$ cat src/rtl/riscv_decoder_if.sv
// Instruction/decoded-control bundle between fetch and the RV32I decoder.
// The illegal_inst_out signal exists only when RISCV_DECODER_ILLEGAL_EN is defined.
interface riscv_decoder_if;
  logic [31:0] inst_in;
  logic [4:0]  rs1_out;
  logic [4:0]  rs2_out;
  logic [4:0]  rd_out;
  logic [31:0] imm_out;
  logic [2:0]  br_func_out;
  logic [1:0]  pc_sel_out;
  logic        op1_sel_out;
  logic        op2_sel_out;
  logic [1:0]  writeback_sel_out;
  logic [3:0]  alu_func_out;
  logic        write_enable_rf_out;
  logic        dmem_func_out;
  logic [2:0]  dmem_size_out;
  logic        dmem_enable_out;
`ifdef RISCV_DECODER_ILLEGAL_EN
  logic        illegal_inst_out;
`endif

  modport master (
    output inst_in,
    input  rs1_out, rs2_out, rd_out, imm_out, br_func_out, pc_sel_out,
    input  op1_sel_out, op2_sel_out, writeback_sel_out, alu_func_out,
    input  write_enable_rf_out, dmem_func_out, dmem_size_out, dmem_enable_out
`ifdef RISCV_DECODER_ILLEGAL_EN
    , input illegal_inst_out
`endif
  );

  modport slave (
    input  inst_in,
    output rs1_out, rs2_out, rd_out, imm_out, br_func_out, pc_sel_out,
    output op1_sel_out, op2_sel_out, writeback_sel_out, alu_func_out,
    output write_enable_rf_out, dmem_func_out, dmem_size_out, dmem_enable_out
`ifdef RISCV_DECODER_ILLEGAL_EN
    , output illegal_inst_out
`endif
  );
endinterface

$ cat src/rtl/riscv_decoder.sv
// RV32I instruction decoder: register indices, immediate and datapath controls, 1-cycle registered.
// Define RISCV_DECODER_ILLEGAL_EN to add the registered illegal_inst_out flag.
module riscv_decoder (
  input  logic           clk_in,
  input  logic           rst_n_in,
  riscv_decoder_if.slave dec
);

  typedef enum logic [6:0] {
    OPC_LOAD     = 7'b0000011,
    OPC_MISC_MEM = 7'b0001111,
    OPC_OP_IMM   = 7'b0010011,
    OPC_AUIPC    = 7'b0010111,
    OPC_STORE    = 7'b0100011,
    OPC_OP       = 7'b0110011,
    OPC_LUI      = 7'b0110111,
    OPC_BRANCH   = 7'b1100011,
    OPC_JALR     = 7'b1100111,
    OPC_JAL      = 7'b1101111,
    OPC_SYSTEM   = 7'b1110011
  } opcode_e;

  localparam logic [1:0] PC_BRANCH = 2'd1;
  localparam logic [1:0] PC_JAL    = 2'd2;
  localparam logic [1:0] PC_JALR   = 2'd3;

  localparam logic [1:0] WB_ALU    = 2'd0;
  localparam logic [1:0] WB_LOAD   = 2'd1;
  localparam logic [1:0] WB_PC4    = 2'd2;
  localparam logic [1:0] WB_IMM    = 2'd3;

  localparam logic       OP1_RS1   = 1'b0;
  localparam logic       OP1_PC    = 1'b1;
  localparam logic       OP2_RS2   = 1'b0;
  localparam logic       OP2_IMM   = 1'b1;

  localparam logic       DMEM_LOAD  = 1'b0;
  localparam logic       DMEM_STORE = 1'b1;

  localparam logic [3:0] ALU_ADD    = 4'b0000;
  localparam logic [2:0] BR_IDLE    = 3'b010;
  localparam logic [6:0] FUNCT7_STD = 7'b0000000;
  localparam logic [6:0] FUNCT7_ALT = 7'b0100000;

  typedef struct packed {
    logic [4:0]  rs1;
    logic [4:0]  rs2;
    logic [4:0]  rd;
    logic [31:0] imm;
    logic [2:0]  br_func;
    logic [1:0]  pc_sel;
    logic        op1_sel;
    logic        op2_sel;
    logic [1:0]  wb_sel;
    logic [3:0]  alu_func;
    logic        we;
    logic        dmem_func;
    logic [2:0]  dmem_size;
    logic        dmem_en;
  } ctrl_t;

  logic [31:0] inst;
  opcode_e     opcode;
  logic [2:0]  funct3;
  logic [6:0]  funct7;
  logic [4:0]  rs1_f;
  logic [4:0]  rs2_f;
  logic [4:0]  rd_f;
  logic [31:0] imm_i;
  logic [31:0] imm_sh;
  logic [31:0] imm_s;
  logic [31:0] imm_b;
  logic [31:0] imm_j;
  logic [31:0] imm_u;

  ctrl_t ctrl_d;
  ctrl_t ctrl_q;
  logic  illegal;

  assign inst   = dec.inst_in;
  assign opcode = opcode_e'(inst[6:0]);
  assign funct3 = inst[14:12];
  assign funct7 = inst[31:25];
  assign rs1_f  = inst[19:15];
  assign rs2_f  = inst[24:20];
  assign rd_f   = inst[11:7];

  assign imm_i  = {{20{inst[31]}}, inst[31:20]};
  assign imm_sh = {27'b0, inst[24:20]};
  assign imm_s  = {{20{inst[31]}}, inst[31:25], inst[11:7]};
  assign imm_b  = {{20{inst[31]}}, inst[7], inst[30:25], inst[11:8], 1'b0};
  assign imm_j  = {{12{inst[31]}}, inst[19:12], inst[20], inst[30:21], 1'b0};
  assign imm_u  = {inst[31:12], 12'b0};

  // NOTE: every field gets a default before the case so no path leaves a latch behind.
  always_comb begin
    ctrl_d         = '0;
    ctrl_d.br_func = BR_IDLE;
    illegal        = 1'b0;

    case (opcode)
      OPC_LUI: begin
        ctrl_d.rd     = rd_f;
        ctrl_d.imm    = imm_u;
        ctrl_d.wb_sel = WB_IMM;
        ctrl_d.we     = 1'b1;
      end

      OPC_AUIPC: begin
        ctrl_d.rd       = rd_f;
        ctrl_d.imm      = imm_u;
        ctrl_d.op1_sel  = OP1_PC;
        ctrl_d.op2_sel  = OP2_IMM;
        ctrl_d.alu_func = ALU_ADD;
        ctrl_d.wb_sel   = WB_ALU;
        ctrl_d.we       = 1'b1;
      end

      OPC_JAL: begin
        ctrl_d.rd       = rd_f;
        ctrl_d.imm      = imm_j;
        ctrl_d.pc_sel   = PC_JAL;
        ctrl_d.op1_sel  = OP1_PC;
        ctrl_d.op2_sel  = OP2_IMM;
        ctrl_d.alu_func = ALU_ADD;
        ctrl_d.wb_sel   = WB_PC4;
        ctrl_d.we       = 1'b1;
      end

      OPC_JALR: begin
        ctrl_d.rd       = rd_f;
        ctrl_d.rs1      = rs1_f;
        ctrl_d.imm      = imm_i;
        ctrl_d.pc_sel   = PC_JALR;
        ctrl_d.op1_sel  = OP1_RS1;
        ctrl_d.op2_sel  = OP2_IMM;
        ctrl_d.alu_func = ALU_ADD;
        ctrl_d.wb_sel   = WB_PC4;
        ctrl_d.we       = 1'b1;
      end

      OPC_BRANCH: begin
        ctrl_d.rs1      = rs1_f;
        ctrl_d.rs2      = rs2_f;
        ctrl_d.imm      = imm_b;
        ctrl_d.br_func  = funct3;
        ctrl_d.pc_sel   = PC_BRANCH;
        ctrl_d.op1_sel  = OP1_PC;
        ctrl_d.op2_sel  = OP2_IMM;
        ctrl_d.alu_func = ALU_ADD;
        illegal         = (funct3 == 3'b010) || (funct3 == 3'b011);
      end

      OPC_LOAD: begin
        ctrl_d.rd        = rd_f;
        ctrl_d.rs1       = rs1_f;
        ctrl_d.imm       = imm_i;
        ctrl_d.op1_sel   = OP1_RS1;
        ctrl_d.op2_sel   = OP2_IMM;
        ctrl_d.alu_func  = ALU_ADD;
        ctrl_d.dmem_en   = 1'b1;
        ctrl_d.dmem_func = DMEM_LOAD;
        ctrl_d.dmem_size = funct3;
        ctrl_d.wb_sel    = WB_LOAD;
        ctrl_d.we        = 1'b1;
        illegal          = (funct3 == 3'b011) || (funct3[2:1] == 2'b11);
      end

      OPC_STORE: begin
        ctrl_d.rs1       = rs1_f;
        ctrl_d.rs2       = rs2_f;
        ctrl_d.imm       = imm_s;
        ctrl_d.op1_sel   = OP1_RS1;
        ctrl_d.op2_sel   = OP2_IMM;
        ctrl_d.alu_func  = ALU_ADD;
        ctrl_d.dmem_en   = 1'b1;
        ctrl_d.dmem_func = DMEM_STORE;
        ctrl_d.dmem_size = funct3;
        illegal          = (funct3 > 3'b010);
      end

      OPC_OP_IMM: begin
        ctrl_d.rd       = rd_f;
        ctrl_d.rs1      = rs1_f;
        ctrl_d.op1_sel  = OP1_RS1;
        ctrl_d.op2_sel  = OP2_IMM;
        ctrl_d.wb_sel   = WB_ALU;
        ctrl_d.we       = 1'b1;
        ctrl_d.alu_func = {1'b0, funct3};
        ctrl_d.imm      = imm_i;
        // Shift-immediates reuse the funct7 field, so only shamt is the operand.
        if (funct3 == 3'b001) begin
          ctrl_d.imm = imm_sh;
          illegal    = (funct7 != FUNCT7_STD);
        end else if (funct3 == 3'b101) begin
          ctrl_d.imm         = imm_sh;
          ctrl_d.alu_func[3] = inst[30];
          illegal            = (funct7 != FUNCT7_STD) && (funct7 != FUNCT7_ALT);
        end
      end

      OPC_OP: begin
        ctrl_d.rd       = rd_f;
        ctrl_d.rs1      = rs1_f;
        ctrl_d.rs2      = rs2_f;
        ctrl_d.op1_sel  = OP1_RS1;
        ctrl_d.op2_sel  = OP2_RS2;
        ctrl_d.wb_sel   = WB_ALU;
        ctrl_d.we       = 1'b1;
        ctrl_d.alu_func = {1'b0, funct3};
        if ((funct3 == 3'b000) || (funct3 == 3'b101)) begin
          ctrl_d.alu_func[3] = inst[30];
          illegal            = (funct7 != FUNCT7_STD) && (funct7 != FUNCT7_ALT);
        end else begin
          illegal = (funct7 != FUNCT7_STD);
        end
      end

      OPC_MISC_MEM, OPC_SYSTEM: begin
        ctrl_d.br_func = BR_IDLE;
      end

      default: begin
        illegal = 1'b1;
      end
    endcase

    // Illegal encodings collapse to the same NOP as FENCE/SYSTEM.
    if (illegal) begin
      ctrl_d         = '0;
      ctrl_d.br_func = BR_IDLE;
    end
  end

  // NOTE: sequential state uses non-blocking assignments so every register samples pre-edge values.
  always_ff @(posedge clk_in) begin
    if (!rst_n_in) begin
      ctrl_q <= '0;
    end else begin
      ctrl_q <= ctrl_d;
    end
  end

`ifdef RISCV_DECODER_ILLEGAL_EN
  logic illegal_q;

  always_ff @(posedge clk_in) begin
    if (!rst_n_in) begin
      illegal_q <= 1'b0;
    end else begin
      illegal_q <= illegal;
    end
  end

  assign dec.illegal_inst_out = illegal_q;
`endif

  assign dec.rs1_out             = ctrl_q.rs1;
  assign dec.rs2_out             = ctrl_q.rs2;
  assign dec.rd_out              = ctrl_q.rd;
  assign dec.imm_out             = ctrl_q.imm;
  assign dec.br_func_out         = ctrl_q.br_func;
  assign dec.pc_sel_out          = ctrl_q.pc_sel;
  assign dec.op1_sel_out         = ctrl_q.op1_sel;
  assign dec.op2_sel_out         = ctrl_q.op2_sel;
  assign dec.writeback_sel_out   = ctrl_q.wb_sel;
  assign dec.alu_func_out        = ctrl_q.alu_func;
  assign dec.write_enable_rf_out = ctrl_q.we;
  assign dec.dmem_func_out       = ctrl_q.dmem_func;
  assign dec.dmem_size_out       = ctrl_q.dmem_size;
  assign dec.dmem_enable_out     = ctrl_q.dmem_en;

endmodule

$ cat src/flat_wrapper.sv
// flat-port wrapper written by rule: the top's interface ports become plain ports
module riscv_decoder_flat 
  (clk_in, rst_n_in, dec_inst_in, dec_rs1_out, dec_rs2_out, dec_rd_out, dec_imm_out, dec_br_func_out, dec_pc_sel_out, dec_op1_sel_out, dec_op2_sel_out, dec_writeback_sel_out, dec_alu_func_out, dec_write_enable_rf_out, dec_dmem_func_out, dec_dmem_size_out, dec_dmem_enable_out);
  riscv_decoder_if dec_i ();
  input  logic clk_in;
  input  logic rst_n_in;
  input wire logic [$bits(dec_i.inst_in)-1:0] dec_inst_in;
  output wire logic [$bits(dec_i.rs1_out)-1:0] dec_rs1_out;
  output wire logic [$bits(dec_i.rs2_out)-1:0] dec_rs2_out;
  output wire logic [$bits(dec_i.rd_out)-1:0] dec_rd_out;
  output wire logic [$bits(dec_i.imm_out)-1:0] dec_imm_out;
  output wire logic [$bits(dec_i.br_func_out)-1:0] dec_br_func_out;
  output wire logic [$bits(dec_i.pc_sel_out)-1:0] dec_pc_sel_out;
  output wire logic [$bits(dec_i.op1_sel_out)-1:0] dec_op1_sel_out;
  output wire logic [$bits(dec_i.op2_sel_out)-1:0] dec_op2_sel_out;
  output wire logic [$bits(dec_i.writeback_sel_out)-1:0] dec_writeback_sel_out;
  output wire logic [$bits(dec_i.alu_func_out)-1:0] dec_alu_func_out;
  output wire logic [$bits(dec_i.write_enable_rf_out)-1:0] dec_write_enable_rf_out;
  output wire logic [$bits(dec_i.dmem_func_out)-1:0] dec_dmem_func_out;
  output wire logic [$bits(dec_i.dmem_size_out)-1:0] dec_dmem_size_out;
  output wire logic [$bits(dec_i.dmem_enable_out)-1:0] dec_dmem_enable_out;
  assign dec_i.inst_in = dec_inst_in;
  assign dec_rs1_out = dec_i.rs1_out;
  assign dec_rs2_out = dec_i.rs2_out;
  assign dec_rd_out = dec_i.rd_out;
  assign dec_imm_out = dec_i.imm_out;
  assign dec_br_func_out = dec_i.br_func_out;
  assign dec_pc_sel_out = dec_i.pc_sel_out;
  assign dec_op1_sel_out = dec_i.op1_sel_out;
  assign dec_op2_sel_out = dec_i.op2_sel_out;
  assign dec_writeback_sel_out = dec_i.writeback_sel_out;
  assign dec_alu_func_out = dec_i.alu_func_out;
  assign dec_write_enable_rf_out = dec_i.write_enable_rf_out;
  assign dec_dmem_func_out = dec_i.dmem_func_out;
  assign dec_dmem_size_out = dec_i.dmem_size_out;
  assign dec_dmem_enable_out = dec_i.dmem_enable_out;
  riscv_decoder u_core (.clk_in(clk_in), .rst_n_in(rst_n_in), .dec(dec_i));
endmodule
$ cat config.mk
export PLATFORM = sky130hd
export DESIGN_NAME = riscv_decoder_flat
export DESIGN_NICKNAME = d
export VERILOG_FILES = /design/src/rtl/riscv_decoder_if.sv /design/src/rtl/riscv_decoder.sv /design/src/flat_wrapper.sv
export SDC_FILE = /design/constraint.sdc
export NUM_CORES = 1
export LEC_CHECK = 0
export CAP_MARGIN = 40
export CORE_MARGIN = 1.5
export CORE_UTILIZATION = 41
export CTS_BUF_LIST = sky130_fd_sc_hd__clkbuf_2
export CTS_CLUSTER_SIZE = 30
export DETAILED_ROUTE_END_ITERATION = 16
export HOLD_SLACK_MARGIN = 0.12
export PLACE_DENSITY = 0.78
export SETUP_SLACK_MARGIN = 0.1
export SLEW_MARGIN = 20
export SYNTH_ARGS = -nofsm -noshare
export SYNTH_HDL_FRONTEND = slang
export SYNTH_SLANG_ARGS = --single-unit
$ cat constraint.sdc
create_clock -name clk_in -period 1.6 [get_ports clk_in]
set_input_delay 0.24 -clock clk_in [delete_from_list [all_inputs] [get_ports clk_in]]
set_output_delay 0.24 -clock clk_in [all_outputs]
set_load 0.1 [all_outputs]
* Word-level counts from Yosys, hierarchy flattened
Index checks and enable logic that the tools add are counted.
** Storage, ports and cells
- Register bits after elaboration :: 66
** Operators by class
- $lt $le $gt $ge :: 1
- Equal/unequal tests :: 17
- Muxes and demuxes :: 18
- Bitwise gates (word level) :: 5
- Reduce and logical (&&, ||, !) cells :: 20
** Operators with widths (number)
- one-hot mux 32 bit (6 select lines) :: 1
- 2-to-1 mux 32 bit :: 2
- equality test 7 bit, second input constant :: 4
- equality test 7 x 6 -> 1 bit, second input constant :: 3
- 2-to-1 mux 18 bit :: 1
- OR reduction 3 bit :: 6
- equality test 7 x 5 -> 1 bit, second input constant :: 2
- one-hot mux 2 bit (3 select lines) :: 2
- OR reduction 6 bit :: 2
- one-hot mux 5 bit (2 select lines) :: 1
- one-hot mux 4 bit (2 select lines) :: 1
- OR reduction 2 bit :: 4
- equality test 7 x 2 -> 1 bit, second input constant :: 1
- equality test 7 x 4 -> 1 bit, second input constant :: 1
- 2-to-1 mux 1 bit :: 7
- != test 7 x 6 -> 1 bit, second input constant :: 1
- nonzero test 7 bit :: 1
- OR reduction 7 bit :: 1
- equality test 3 x 2 -> 1 bit, second input constant :: 2
- one-hot mux 1 bit (6 select lines) :: 1
- inverter 1 bit :: 5
- one-hot mux 2 bit (2 select lines) :: 1
- OR reduction 4 bit :: 1
- equality test 3 x 1 -> 1 bit, second input constant :: 1
- 7 further kinds :: 9

* Longest topological paths before layout
Gate-level depths: netlist (run 1).
- Depth after elaboration :: 6
- Mapped depth :: 8

* Worst setup path before layout (run 1)
Ideal clock, no wire load.
- Path kind :: input-to-reg
- Start point :: input dec_inst_in[6]
- End point :: register u_core.ctrl_q (netlist bit u_core.dec.pc_sel_out[0])
- Setup time :: 0.116 ns
- Data arrival time :: 1.473 ns
- Required time :: 1.484 ns
- Path slack :: 0.012 ns
- Stages on the path :: 6
- Buffers on the path :: 2
- Path through :: buf_2 > nor4_4 > o2111ai_4 > and3_1 > buf_4 > and3_1
** Between the ends
- Word-level cells in the longest chain between the ends :: 4
- Elaborated cells between the ends (all ways) :: 15
- Those cells by class :: 11 x eq/ne; 2 x mux; 2 x reduce/logical
** RTL lines
- start, declared :: RTL line flat_wrapper.sv:7 : input wire logic [$bits(dec_i.inst_in)-1:0] dec_inst_in;
- equality test 7 x 4 -> 1 bit, or another cell as far along :: RTL line riscv_decoder.sv:101 : case (opcode)
- OR reduction 6 bit (no line)
- one-hot mux 1 bit (6 select lines) :: RTL line riscv_decoder.sv:101
- OR reduction 2 bit (no line)
- end signal, assigned :: RTL line riscv_decoder.sv:240 : ctrl_q <= ctrl_d;
- end, declared :: RTL line riscv_decoder.sv:77 : ctrl_t ctrl_q;
Parallel ways exist; a longest one is shown, timed or not.
A chain may end at the register's enable or synchronous reset.

* Final worst setup path (run 1)
- Start point :: input dec_inst_in[29]
- End point :: register u_core.ctrl_q (netlist bit u_core.dec.imm_out[20])
** Between the ends
- Word-level cells in the longest chain between the ends :: 6
- Elaborated cells between the ends (all ways) :: 8
- Those cells by class :: 1 x eq/ne; 4 x mux; 3 x reduce/logical
** RTL lines
- != test 7 x 6 -> 1 bit or nonzero test 7 bit (tied branches) :: RTL line riscv_decoder.sv:198, riscv_decoder.sv:213, riscv_decoder.sv:194
- logical AND 1 bit :: RTL line riscv_decoder.sv:198, riscv_decoder.sv:213
- 2-to-1 mux 1 bit :: RTL line riscv_decoder.sv:195 : end else if (funct3 == 3'b101) begin
- 2-to-1 mux 1 bit :: RTL line riscv_decoder.sv:192 : if (funct3 == 3'b001) begin
- one-hot mux 1 bit (6 select lines) * :: RTL line riscv_decoder.sv:101
- OR reduction 2 bit (no line) *
Mark *: on every way between the ends. The rest lies on a longest branch, timed or not.

==> flow_metrics.env, run 1 <==
export IMPL_ys_seq_elements=66
export IMPL_p_total_mw=3.60
export IMPL_start_util=0.422
export IMPL_period_share=1.08
export IMPL_synth_top_area_frac=0.493
export IMPL_internal_power_mw=2.49
export IMPL_first_pass_iters=5
export IMPL_cts_buffers=9
export IMPL_clk_path_buf_depth=2
export IMPL_status="finished with violations"
export IMPL_clockRootBuffer="clkbuf_2"
export IMPL_power_frac_clock=0.336
export IMPL_clk_pin_slew_ns=0.21
export IMPL_cts_sinks=66
export IMPL_overflow=0
export IMPL_slew_headroom=0.603
export IMPL_placed_area_um2=4910
export IMPL_cp_cell_sequence="clkdlybuf4s50_1, nor2_2, nand3_2, a41oi_4, buf_12, buf_6, nand4_4, buf_6, a21oi_1"
export IMPL_synthesis_nets=325
export IMPL_crit_top_cell="buf_6"
export IMPL_ant_nets=0
export IMPL_yosys_area_top_type="dfxtp_1"
export IMPL_switching_share=0.307
export IMPL_critPathMaxFanout=5
export IMPL_grt_max_degree=20
export IMPL_synth_top_cells_by_count="66 x dfxtp_1, 30 x nand2_1, 28 x a21oi_1"
export IMPL_violations="negative setup slack"
export IMPL_powerDensity_nw_per_um2=643
export IMPL_worst_slew_pin_transition_ns=0.589
export IMPL_ir_drop_uv=734
export IMPL_drc=0
export IMPL_stdcell_area_um2=5600
export IMPL_combinationalPowerShare=0.201
export IMPL_vias_per_cell=6.03
export IMPL_synth_yosys_warnings=0
export IMPL_critPathLaunchType="input pin"
export IMPL_area_delta_synth_final_pct=109
export IMPL_finalSetupViolations=16
export IMPL_insertedDiodeCount=0
export IMPL_fin_setup_tns_ns=-0.752
export IMPL_synth_avg_cell_area_um2=9.22
export IMPL_async_flop_share=0
export IMPL_synth_most_common_cell="dfxtp_1"
export IMPL_hold_worst_slack_ns=0.175
export IMPL_finalMaxSlewViolations=0
export IMPL_dieArea_um2=7040
export IMPL_synth_ff_type="dfxtp_1"
export IMPL_postCtsHoldBufs=0
export IMPL_hold_viol=0
export IMPL_fin_crit_ns=1.73
export IMPL_cts_tree="built"
export IMPL_core_um2=6350
export IMPL_wl_per_cell_um=24.1
export IMPL_holdCritPathClass="input pin to register"
export IMPL_syn_area_um2=2680
export IMPL_rows=29
export IMPL_max_stage_delay_ns=0.49
export IMPL_htree_levels=3
export IMPL_synthTopCellsByArea="dfxtp_1 49%, a21oi_1 5.2%, nand2_1 4.2%, and3_1 3.5%, nor3_1 3.4%"
export IMPL_arrival_ns=2.19
export IMPL_io_pins=100
export IMPL_synth_edf_count=0
export IMPL_wl_mm=13.4
export IMPL_dp_slack_ns=-0.610
export IMPL_fill_cells=252
export IMPL_layout_nets=509
export IMPL_gp_congestion=0.872
export IMPL_end_kind="register"
export IMPL_instances_no_fill=557
export IMPL_final_util=0.881
export IMPL_cp_required_ns=2.07
export IMPL_grt_pass1_wl_mm=17.2
export IMPL_vias=3357
export IMPL_power_switching_mw=1.11
export IMPL_antenna_found_initial=0
export IMPL_criticalPathCategory="input pin to register"
export IMPL_grt_pass1_vias=3264
export IMPL_dr_first_iter_drc_count=380
export IMPL_portBuffers=99
export IMPL_multi_input_area_um2=1520
export IMPL_ys_types=48
export IMPL_dp_cells=522
export IMPL_drive_gt1_frac=0.500
export IMPL_die_w_um=83.9
export IMPL_pwr_share_seq=0.463
export IMPL_dp_hpwl_mm=7.39
export IMPL_crit_slowest_cell="clkdlybuf4s50_1"
export IMPL_regArea_um2=1320
export IMPL_max_freq_mhz=579
export IMPL_track_usage=0.320
export IMPL_syn_inst=291
export IMPL_leakagePower_nw=2.26
export IMPL_fin_ws_ns=-0.128
export IMPL_synth_seq_area_share=0.493
export IMPL_drv_cap=0
export IMPL_die_h_um=83.9
==> sequential cells by signal (all words and copies together), names as in the netlist, 3 cells and up <==
| register | cells |
|---|---|
| u_core.dec.dmem_size_out | 3 |
| u_core.dec.rs2_out | 5 |
| u_core.dec.rs1_out | 5 |
| u_core.dec.br_func_out | 3 |
| u_core.dec.imm_out | 32 |
| u_core.dec.alu_func_out | 4 |
| u_core.dec.rd_out | 5 |
==> per-layer routing <==
metal | GRT usage | share of wire | vias up
met5 | 0 | 0 | -
met4 | 0.156 | 0.056 | 0
met3 | 0.0712 | 0.10 | 68
met2 | 0.557 | 0.49 | 284
met1 | 0.370 | 0.35 | 1596
li1 | - | - | 1409
==> final timing paths <==
path       startpoint                     end  slack, ns  depth (start not counted)
max   dec_inst_in[29]  u_core.dec.imm_out[20]      -0.13                          9
min   dec_inst_in[28]   u_core.dec.imm_out[8]       0.17                          4
==> layout make-up <==
cell class / instances / share of cell area
clock buffers: 9 / 0.00805
repair buffers: 190 / 0.440
clock inverters: 7 / 0.0165
inverters: 16 / 0.0107
flip-flops and latches: 66 / 0.236
well taps: 77 / 0.0172
multi-input cells: 192 / 0.271
==> layout by cell type, fill, tap and decap left out, drive strengths merged, types with 2 or more instances in the layout <==
cell,synthesis,layout
clkinvlp,0,2
nor3,24,24
buf,19,156
nand2,31,31
dlygate4sd2,0,7
nor4,5,5
nand2b,5,5
dfxtp,66,66
clkbuf,0,10
or3,2,2
inv,16,17
a31oi,2,2
nor4b,5,5
bufinv,0,2
nor3b,6,6
dlymetal6s2s,0,3
nand4,6,7
and3,15,16
nand3,13,13
and3b,2,2
clkdlybuf4s50,0,23
and2,2,2
a22oi,5,5
nand3b,2,2
a21oi,28,28
clkinv,0,2
o31ai,2,2
nor2b,3,3
nor2,11,11
o21ai,8,8
==> cells by family after synthesis <==
group / after synthesis / share of synthesized area
AO/OA/AOI/OAI: 54 / 0.133
adder cells (fa/ha/maj): 1 / 0.00420
buffers and inverters: 35 / 0.0648
flip-flops: 66 / 0.493
multiplexers: 1 / 0.00373
AND/OR/NAND/NOR: 134 / 0.301
==> power groups by stage <==
| stage | registers (mW) | logic, mW | clock network (mW) |
|---|---|---|---|
| global route | 1.67 | 0.744 | 1.27 |
| CTS | 1.66 | 0.625 | 1.17 |
| finish | 1.67 | 0.725 | 1.21 |
| global placement | 1.70 | 0.556 | 0 |
| detailed placement | 1.70 | 0.567 | 0 |
| floorplan | 1.76 | 0.190 | 0 |
==> critical path, delay by kind of cell <==
| family | cells | cell delay, ns |
|---|---|---|
| buf+inv | 4 | 0.96 |
| simple gates | 3 | 0.56 |
| compound gates | 2 | 0.42 |
==> what timing repair did <==
item                                    CTS  global route
pin swaps                                 9             7
endpoints found under the setup margin   40            64
gates resized for setup                  40            45
cloned                                    2             2
setup buffers                            12             3
No activity file was read; power rests on OpenSTA's default activity.
==> inputs of run 2 (changes only) <==
--- a/config.mk
+++ b/config.mk
@@ -5,7 +5,6 @@
 export SDC_FILE = /design/constraint.sdc
 export NUM_CORES = 1
 export LEC_CHECK = 0
-export CAP_MARGIN = 40
 export CORE_MARGIN = 1.5
 export CORE_UTILIZATION = 41
 export CTS_BUF_LIST = sky130_fd_sc_hd__clkbuf_2
==> results of run 2 <==
Same layout as run 1: the final DEF is identical, and so are final timing and power.
